## src/rtl/wb_conmax_msel_rr.sv

```systemverilog
//------------------------------------------------------------------------------
// Module   : wb_conmax_msel_rr
// Purpose  : Master-select arbiter for one slave port of a Wishbone crossbar.
//            NM masters, 2**PW priority levels, one round-robin pointer per
//            level. A grant is held for the whole bus cycle; an optional hold
//            limit forces a handover at a transfer boundary when an equal or
//            higher priority competitor is waiting.
// Ports    : clk_i      - clock, all state on rising edge
//            rst_i      - synchronous active-high reset
//            conf       - priority of master m in conf[m*PW +: PW]
//            req        - per-master request towards this slave
//            next       - end-of-transfer strobe (ack/err/rty of owner)
//            sel        - index of the granted master
//            gnt_vld    - grant valid
//            gnt_onehot - one-hot of sel, qualified by gnt_vld
//            gnt_pri    - priority level of the current owner
// Revision : 1.0 - initial release
//------------------------------------------------------------------------------
`default_nettype none

module wb_conmax_msel_rr #(
    parameter int NM       = 8,
    parameter int PW       = 2,
    parameter int SW       = 3,
    parameter int MAX_HOLD = 0
) (
    input  logic             clk_i,
    input  logic             rst_i,
    input  logic [NM*PW-1:0] conf,
    input  logic [NM-1:0]    req,
    input  logic             next,
    output logic [SW-1:0]    sel,
    output logic             gnt_vld,
    output logic [NM-1:0]    gnt_onehot,
    output logic [PW-1:0]    gnt_pri
);

    localparam int c_LVLS = 2**PW;
    // Counter only needs to reach MAX_HOLD; keep one bit when unlimited.
    localparam int c_HW = (MAX_HOLD > 0) ? $clog2(MAX_HOLD + 1) : 1;
    localparam logic [c_HW-1:0] c_MAX_CNT = c_HW'(MAX_HOLD);
    localparam logic [SW-1:0]   c_PTR_RST = SW'(NM - 1);

    typedef enum logic [0:0] {
        S_IDLE = 1'b0,
        S_OWN  = 1'b1
    } state_t;

    state_t          r_state;
    state_t          w_state_nxt;
    logic [SW-1:0]   r_sel;
    logic [SW-1:0]   w_sel_nxt;
    logic [PW-1:0]   r_pri;
    logic [PW-1:0]   w_pri_nxt;
    logic            r_vld;
    logic            w_vld_nxt;
    logic [c_HW-1:0] r_cnt;
    logic [c_HW-1:0] w_cnt_nxt;
    logic [c_HW-1:0] w_cnt_upd;
    logic [SW-1:0]   r_ptr [c_LVLS];
    logic            w_ptr_we;

    logic [PW-1:0]   w_pri_of [NM];
    logic [PW-1:0]   w_lvl;
    logic [SW-1:0]   w_win;
    logic            w_other;
    logic            w_rel_a;
    logic            w_rel_b;

    // Unpack the flat priority vector.
    always_comb begin
        for (int m = 0; m < NM; m++) begin
            w_pri_of[m] = conf[m*PW +: PW];
        end
    end

    // Highest priority level among the requesting masters.
    always_comb begin
        w_lvl = '0;
        for (int m = 0; m < NM; m++) begin
            if (req[m] && (w_pri_of[m] > w_lvl)) begin
                w_lvl = w_pri_of[m];
            end
        end
    end

    // Round-robin search at level w_lvl, starting just after that level's
    // last winner and wrapping modulo NM. The last probed index is the
    // pointer itself, so a lone requester is always found.
    always_comb begin
        logic          found;
        logic [SW-1:0] idx;
        found = 1'b0;
        idx   = '0;
        w_win = '0;
        for (int k = 1; k <= NM; k++) begin
            idx = SW'((int'(r_ptr[w_lvl]) + k) % NM);
            if (!found && req[idx] && (w_pri_of[idx] == w_lvl)) begin
                found = 1'b1;
                w_win = idx;
            end
        end
    end

    // Any other master waiting at or above the owner's level.
    always_comb begin
        w_other = 1'b0;
        for (int j = 0; j < NM; j++) begin
            if ((SW'(j) != r_sel) && req[j] && (w_pri_of[j] >= r_pri)) begin
                w_other = 1'b1;
            end
        end
    end

    // Saturating transfer count as it would be after this cycle's strobe.
    always_comb begin
        w_cnt_upd = r_cnt;
        if (next && (r_cnt != c_MAX_CNT)) begin
            w_cnt_upd = r_cnt + 1'b1;
        end
    end

    assign w_rel_a = ~req[r_sel];
    assign w_rel_b = (MAX_HOLD != 0) && next && (w_cnt_upd == c_MAX_CNT) && w_other;

    // Next-state and next-output logic.
    always_comb begin
        w_state_nxt = r_state;
        w_sel_nxt   = r_sel;
        w_pri_nxt   = r_pri;
        w_vld_nxt   = r_vld;
        w_cnt_nxt   = r_cnt;
        w_ptr_we    = 1'b0;
        case (r_state)
            S_IDLE: begin
                if (|req) begin
                    w_state_nxt = S_OWN;
                    w_sel_nxt   = w_win;
                    w_pri_nxt   = w_lvl;
                    w_vld_nxt   = 1'b1;
                    w_cnt_nxt   = '0;
                    w_ptr_we    = 1'b1;
                end
            end
            S_OWN: begin
                w_cnt_nxt = w_cnt_upd;
                // sel and gnt_pri deliberately keep their value on release.
                if (w_rel_a || w_rel_b) begin
                    w_state_nxt = S_IDLE;
                    w_vld_nxt   = 1'b0;
                end
            end
            default: begin
                w_state_nxt = S_IDLE;
                w_vld_nxt   = 1'b0;
            end
        endcase
    end

    always_ff @(posedge clk_i) begin
        if (rst_i) begin
            r_state <= S_IDLE;
            r_sel   <= '0;
            r_pri   <= '0;
            r_vld   <= 1'b0;
            r_cnt   <= '0;
            for (int l = 0; l < c_LVLS; l++) begin
                r_ptr[l] <= c_PTR_RST;
            end
        end else begin
            r_state <= w_state_nxt;
            r_sel   <= w_sel_nxt;
            r_pri   <= w_pri_nxt;
            r_vld   <= w_vld_nxt;
            r_cnt   <= w_cnt_nxt;
            if (w_ptr_we) begin
                r_ptr[w_lvl] <= w_win;
            end
        end
    end

    always_comb begin
        gnt_onehot = '0;
        if (r_vld) begin
            gnt_onehot[r_sel] = 1'b1;
        end
    end

    assign sel     = r_sel;
    assign gnt_vld = r_vld;
    assign gnt_pri = r_pri;

endmodule

`default_nettype wire
```

## config.mk

```make
export PLATFORM = sky130hd
export DESIGN_NAME = wb_conmax_msel_rr
export DESIGN_NICKNAME = d
export VERILOG_FILES = /design/src/rtl/wb_conmax_msel_rr.sv
export SDC_FILE = /design/constraint.sdc
export NUM_CORES = 1
export LEC_CHECK = 0
export CORE_MARGIN = 2
export CORE_UTILIZATION = 35
export CTS_CLUSTER_SIZE = 14
export DETAILED_ROUTE_END_ITERATION = 7
export GPL_ROUTABILITY_DRIVEN = 0
export SYNTH_ARGS = -nofsm -noshare
export SYNTH_HDL_FRONTEND = slang
export SYNTH_SLANG_ARGS = --single-unit
```

## constraint.sdc

```tcl
create_clock -name clk_i -period 33.3 [get_ports clk_i]
set_input_delay 8.325 -clock clk_i [delete_from_list [all_inputs] [get_ports clk_i]]
set_output_delay 8.325 -clock clk_i [all_outputs]
set_load 0.03 [all_outputs]
```

==> impl_metrics.csv, run 1 <==
group,metric,value,unit
synth,multiplexer_share_of_the_synthesized_area,13.0,%
synth,synth_fa_ha_area_share,3.48,%
sta,grt_setup_unrepaired,"no",
clocking,tritoncts_num_sinks,19,
critical_path,critPathMaxStageDelay,0.71,ns
finish,post_layout_nonfiller_instances,667,
power_and_ir_drop,power.sequential.fraction,8.8,%
power_and_ir_drop,cellLeakagePower,0.00163,µW
sta,slew_violations,0,
die,std_cell_rows,38,
critical_path,crit_path_start_kind,"input pin",
clocking,cts_buffers,3,
clocking,max-clock-path-buffers,2,
clocking,clkSlewWorstSetupHoldPaths,0.05,ns
global_route,track_usage,22.6,%
min_path,worst_hold_path_type,"flip-flop to flip-flop",
run_status,run_status,"complete, no violations",
synth,distinct_cells_synth,102,
global_route,first_pass_grt_wire_length,21.6,mm
synth,synthesis.nets,550,
synth,synth-edff-count,12,
synth,synth_flop_cell,"sky130_fd_sc_hd__edfxtp_1",
die,coreArea,10900,µm²
power_and_ir_drop,p_comb_share,85.5,%
critical_path,critical_path.slowest_cell,"sky130_fd_sc_hd__clkdlybuf4s50_1",
clocking,worst_skew_pair_later_pin_latency,0.25,ns
finish,design_area,4450,µm²
detailed_routing,routed_wire_length_per_instance,20.4,µm
sta,max-slew-margin-rel,13.6,%
power_and_ir_drop,switching_share,55.2,%
clocking,cts.root.buffer_cell,"sky130_fd_sc_hd__clkbuf_16",
clocking,tritoncts,"built",
finish,antenna_cells,0,
finish,final_cell_mix,"sky130_fd_sc_hd__nand2_1, sky130_fd_sc_hd__nor2_1, sky130_fd_sc_hd__clkdlybuf4s50_1",
power_and_ir_drop,fin_total_pwr,423,µW
critical_path,timing_worst_setup_path_type,"input pin to flip-flop",
synth,post-synth-top-area-fraction,9.12,%
sta,timing_hold_violations_final,0,
synth,combinational_family_with_the_most_area_after_synthesis,"compound AO/OA/AOI/OAI gates",
global_route,grt_max_degree,34,
critical_path,timing.critical_path.to_type,"flip-flop",
die,die_h,110,µm
synth,synth_simple_gate_area_share,29.8,%
finish,layout.cells.most_common,"sky130_fd_sc_hd__nand2_1",
detailed_routing,drt_iter0_markers,440,
sta,min_period_over_period,64.9,%
die,floorplan.initialDensity,36.1,%
global_route,first_global_vias,4077,
critical_path,worst-endpoint-required,33.30,ns
sta,fin_crit,21.63,ns
power_and_ir_drop,internal_power,190,µW
detailed_routing,postRouteAntennaNets,0,
run,drv.max_cap_violation_count,0,
synth,synth-xor-area-share,1.52,%
detailed_routing,remaining_drc_errors,0,
synth,synth_async_sr_flop_share,0,%
clocking,cts_resized,0,
sta,setup_violations,0,
sta,fin_tns_setup,0,ns
placed_design,final_hpwl_from_detailed_placement,9.95,mm
power_and_ir_drop,power.density,95.1,nW/µm²
placed_design,place_area,4370,µm²
die,io-pin-count,41,
sta,actual_slew_at_the_worst_max_slew_pin,1.30,ns
critical_path,timing.critical_path.fanout_max,33,
synth,synth.largest_area_cell,"sky130_fd_sc_hd__edfxtp_1",
synth,yosysSeqAreaShare,12.7,%
clocking,cts.hold.buffers_added,0,
sta,clock.fmax,0.0462,GHz
power_and_ir_drop,switching_power,233,µW
detailed_routing,routed_wl,13.6,mm
finish,filler_cell_count,1161,
global_route,grt_overflow_total,0,
power_and_ir_drop,peakVddDrop,0.0439,mV
detailed_routing,firstDrtPassIters,6,
finish,fin_nets,566,
detailed_routing,viasPerCell,6.47,
synth,synthTopCellsByArea,"sky130_fd_sc_hd__edfxtp_1, sky130_fd_sc_hd__nand2_1, sky130_fd_sc_hd__mux4_2",
synth,synth_compound_area_share,33.3,%
synth,synth-seq-cells,19,
synth,post_synthesis_instance_area,3950,µm²
placed_design,place_inst,663,
clocking,h-tree-depth,1,
detailed_routing,via_count,4313,
finish,areaGrowthSynthToFinish,12.5,%
critical_path,cp_most_frequent_cell,"sky130_fd_sc_hd__ha_1",
synth,avg_inst_size_synth,7.72,µm²
die,die_area,12200,µm²
finish,drive_gt1_share,13.5,%
synth,ys_warn_count,0,
critical_path,arrival,21.62,ns
power_and_ir_drop,clock_power_share,5.7,%
clocking,postCtsSetupRepairBufs,0,
placed_design,port-buffer-count,39,
global_route,antenna_found_initial,0,
sta,timing.clock.skew,0.00173,ns
die,die_w,110,µm
synth,synthesis.instances,512,
==> flip-flops by register name, indices dropped and copies added, names as in the netlist <==
| name | cells |
|---|---|
| r_state | 1 |
| gnt_pri | 2 |
| r_ptr | 12 |
| sel | 3 |
| gnt_vld | 1 |
==> routing by layer <==
layer | share of wire (%) | vias up | track usage [%]
met5 | 0 | - | 0
met4 | 3.1 | 0 | 7.23
met1 | 43 | 2037 | 31.1
li1 | - | 2017 | -
met2 | 45 | 218 | 37.1
met3 | 8.4 | 41 | 2.35
==> cell families after synthesis <==
kind of cell,Yosys count
multiplexers,33
buffers and inverters,49
AND/OR/NAND/NOR,227
flip-flops,19
XOR/XNOR,6
adder cells (fa/ha/maj),11
AO/OA/AOI/OAI,167
==> Yosys cell counts, types with 10 or more instances <==
library cell                n
sky130_fd_sc_hd__a31oi_1   10
sky130_fd_sc_hd__nor3_1    17
sky130_fd_sc_hd__buf_2     10
sky130_fd_sc_hd__a21oi_1   24
sky130_fd_sc_hd__edfxtp_1  12
sky130_fd_sc_hd__and3_1    11
sky130_fd_sc_hd__o21ai_0   18
sky130_fd_sc_hd__o211ai_1  11
sky130_fd_sc_hd__nand2_1   62
sky130_fd_sc_hd__mux2_2    10
sky130_fd_sc_hd__ha_1      11
sky130_fd_sc_hd__inv_1     14
sky130_fd_sc_hd__clkbuf_1  13
sky130_fd_sc_hd__nand3_1   34
sky130_fd_sc_hd__and2_1    11
sky130_fd_sc_hd__a211oi_1  10
sky130_fd_sc_hd__mux4_2    10
sky130_fd_sc_hd__nor2_1    41
==> power groups by stage <==
| stage | Sequential [µW] | Clock, µW | Combinational [µW] |
|---|---|---|---|
| final | 37.0 | 24.2 | 362 |
| after global routing | 37.9 | 25.7 | 391 |
| after CTS | 37.2 | 25.0 | 355 |
| after detailed placement | 37.7 | 0 | 353 |
| after global placement | 37.4 | 0 | 346 |
| after floorplan | 39.6 | 0 | 275 |
==> through the flow <==
stage / setup WS [ns] / utilization (%) / hold WS, ns
finish: 11.67 / 40.7 / 0.460
global route: 10.79 / 40.7 / 0.491
CTS: 11.87 / 40.7 / 0.464
detailed placement: 11.63 / 39.9 / 0.453
global placement: 11.97 / 39.9 / 0.446
floorplan: 14.29 / - / 0.479
==> path summary, 6_finish.rpt <==
path	startpoint	end	slack, ns	depth (start not counted)
worst max-delay path	req[0]	r_ptr[3][1]	11.67	58
worst min-delay path	gnt_pri[1]	gnt_pri[1]	0.46	2
worst min register to register	gnt_pri[1]	gnt_pri[1]	0.46	2
worst max register to register	r_ptr[1][0]	r_ptr[3][1]	27.83	18
==> worst max-delay path, delay by kind of cell <==
kind / cells / cell delay (ns)
AND/OR/NAND/NOR: 22 / 3.94
AO/OA/AOI/OAI: 18 / 3.42
adder cells (fa/ha/maj): 8 / 2.57
buffers and inverters: 6 / 1.98
multiplexers: 4 / 1.35
==> area by class of cell <==
| cell class | count | area [µm²] | share of cell area, % |
|---|---|---|---|
| clock buffers | 3 | 75.1 | 1.69 |
| clock inverters | 1 | 5.00 | 0.113 |
| inverters | 18 | 70.1 | 1.58 |
| multi-input cells | 444 | 3210 | 72.1 |
| flip-flops and latches | 19 | 500 | 11.3 |
| well taps | 140 | 175 | 3.94 |
| repair buffers | 42 | 413 | 9.29 |
No activity file was read; power rests on OpenSTA's default activity.
==> run 2, diff against run 1 <==
Clock period 33.3 ns to 19 ns, I/O delays scaled along.
==> impl_metrics.csv, run 2 (synthesis gave the netlist of run 1 again) <==
group,metric,value,unit
clocking,h-tree-depth,1,
clocking,tritoncts_num_sinks,19,
critical_path,critical_path_buf_inv_count,5,
placed_design,final_hpwl_from_detailed_placement,10.1,mm
sta,setup_violations,0,
critical_path,crit_path_start_kind,"input pin",
power_and_ir_drop,peakVddDrop,0.0758,mV
clocking,worst_skew_pair_later_pin_latency,0.25,ns
power_and_ir_drop,switching_power,411,µW
sta,timing_hold_violations_final,0,
placed_design,place_inst,664,
critical_path,worst-r2r-cell-count,15,
global_route,track_usage,22.6,%
finish,drive_gt1_share,13.8,%
finish,post_layout_nonfiller_instances,668,
sta,timing.clock.skew,0.00471,ns
power_and_ir_drop,power.density,167,nW/µm²
sta,actual_slew_at_the_worst_max_slew_pin,1.15,ns
min_path,hold_start,"gnt_pri[1]",
finish,areaGrowthSynthToFinish,12.8,%
die,std_cell_rows,38,
critical_path,crit_start,"req[0]",
die,die_area,12200,µm²
critical_path,critical_path.slowest_cell,"sky130_fd_sc_hd__clkdlybuf4s50_1",
min_path,timing.hold.worst_path_depth,2,
detailed_routing,viasPerCell,6.48,
critical_path,critical-path-top-delay-family,"simple AND/OR/NAND/NOR gates",
finish,final_cell_mix,"sky130_fd_sc_hd__nand2_1, sky130_fd_sc_hd__nor2_1, sky130_fd_sc_hd__clkdlybuf4s50_1",
sta,fin_tns_setup,0,ns
global_route,grt_overflow_total,0,
finish,max_flop_register,"r_ptr",
critical_path,regToRegStartpoint,"r_ptr[2][1]",
clocking,cts.hold.buffers_added,0,
detailed_routing,routed_wire_length_per_instance,20.6,µm
finish,final_core_utilization,40.8,%
clocking,clkSlewWorstSetupHoldPaths,0.06,ns
run,drv.max_cap_violation_count,0,
die,floorplan.initialDensity,36.1,%
detailed_routing,routed_wl,13.8,mm
critical_path,worst-path-stages,55,
critical_path,timing.critical_path.to_type,"flip-flop",
power_and_ir_drop,internal_power,335,µW
clocking,cts.root.buffer_cell,"sky130_fd_sc_hd__clkbuf_16",
sta,slew_violations,0,
clocking,tritoncts,"built",
power_and_ir_drop,clock_power_share,5.9,%
sta,grt_setup_unrepaired,"no",
clocking,cts_buffers,3,
critical_path,worst-endpoint-required,19.00,ns
sta,min_period_over_period,92.9,%
critical_path,timing.critical_path.fanout_max,27,
global_route,grt_max_degree,33,
die,die_w,110,µm
die,die_h,110,µm
global_route,first_global_vias,4060,
finish,layout.cells.most_common,"sky130_fd_sc_hd__nand2_1",
finish,antenna_cells,0,
detailed_routing,remaining_drc_errors,0,
power_and_ir_drop,p_comb_share,85.3,%
power_and_ir_drop,switching_share,55.1,%
critical_path,timing_worst_setup_path_type,"input pin to flip-flop",
sta,max-slew-margin-rel,23.4,%
run_status,run_status,"complete, no violations",
global_route,first_pass_grt_wire_length,21.5,mm
min_path,worst_hold_path_type,"flip-flop to flip-flop",
critical_path,arrival,17.64,ns
sta,clock.fmax,0.0567,GHz
sta,fin_crit,17.64,ns
critical_path,critPathMaxStageDelay,0.73,ns
finish,design_area,4460,µm²
detailed_routing,via_count,4331,
die,io-pin-count,41,
detailed_routing,drt_iter0_markers,442,
global_route,antenna_found_initial,0,
placed_design,port-buffer-count,39,
power_and_ir_drop,cellLeakagePower,0.00163,µW
power_and_ir_drop,power.sequential.fraction,8.8,%
placed_design,place_area,4370,µm²
clocking,max-clock-path-buffers,2,
detailed_routing,firstDrtPassIters,6,
sta,holdWs,0.457,ns
detailed_routing,postRouteAntennaNets,0,
finish,fin_nets,567,
die,coreArea,10900,µm²
finish,largest_register_ff_count,12,
run 2: per-layer routing:
layer,up-vias,wire length [µm],GRT usage [%]
li1,2024,-,-
met3,39,1210,1.76
met4,0,456,7.95
met5,-,0,0
met1,2059,5920,32.1
met2,209,6180,36.0
run 2: through the flow:
stage	worst slack (ns)	power [µW]
floorplan	3.56	550
global placement	1.27	677
detailed placement	0.998	687
CTS	1.17	734
global route	0.409	800
finish	1.36	745
run 2: power groups by stage:
| stage | Clock, µW | Combinational [µW] | Sequential (µW) |
|---|---|---|---|
| global route | 46.1 | 687 | 66.7 |
| floorplan | 0 | 481 | 69.3 |
| detailed placement | 0 | 621 | 66.2 |
| global placement | 0 | 611 | 65.5 |
| CTS | 44.6 | 624 | 65.6 |
| finish | 44.1 | 636 | 65.3 |
run 2: timing repair:
action | CTS | global route
resized for setup | 0 | 1
endpoints found under the setup margin | 0 | 4
buffers inserted | 0 | 0
run 2: path summary, 6_finish.rpt:
check | to | slack, ns
max | r_ptr[3][1] | 1.36
max reg2reg | sel[2] | 14.10
min reg2reg | gnt_pri[1] | 0.46
min | gnt_pri[1] | 0.46
run 2: layout make-up:
type / count / area, µm²
Multi-Input combinational cell: 444 / 3210
Inverter: 18 / 70.1
Fill cell: 1140 / 6480
Clock buffer: 3 / 75.1
Sequential cell: 19 / 500
Clock inverter: 1 / 6.26
Timing Repair Buffer: 43 / 420
Tap cell: 140 / 175
run 2: tightest hold or removal path, stage by stage (launching register included):
cell                      delay (ns)
sky130_fd_sc_hd__dfxtp_1        0.31
sky130_fd_sc_hd__nand2_1        0.05
sky130_fd_sc_hd__a21oi_1        0.05
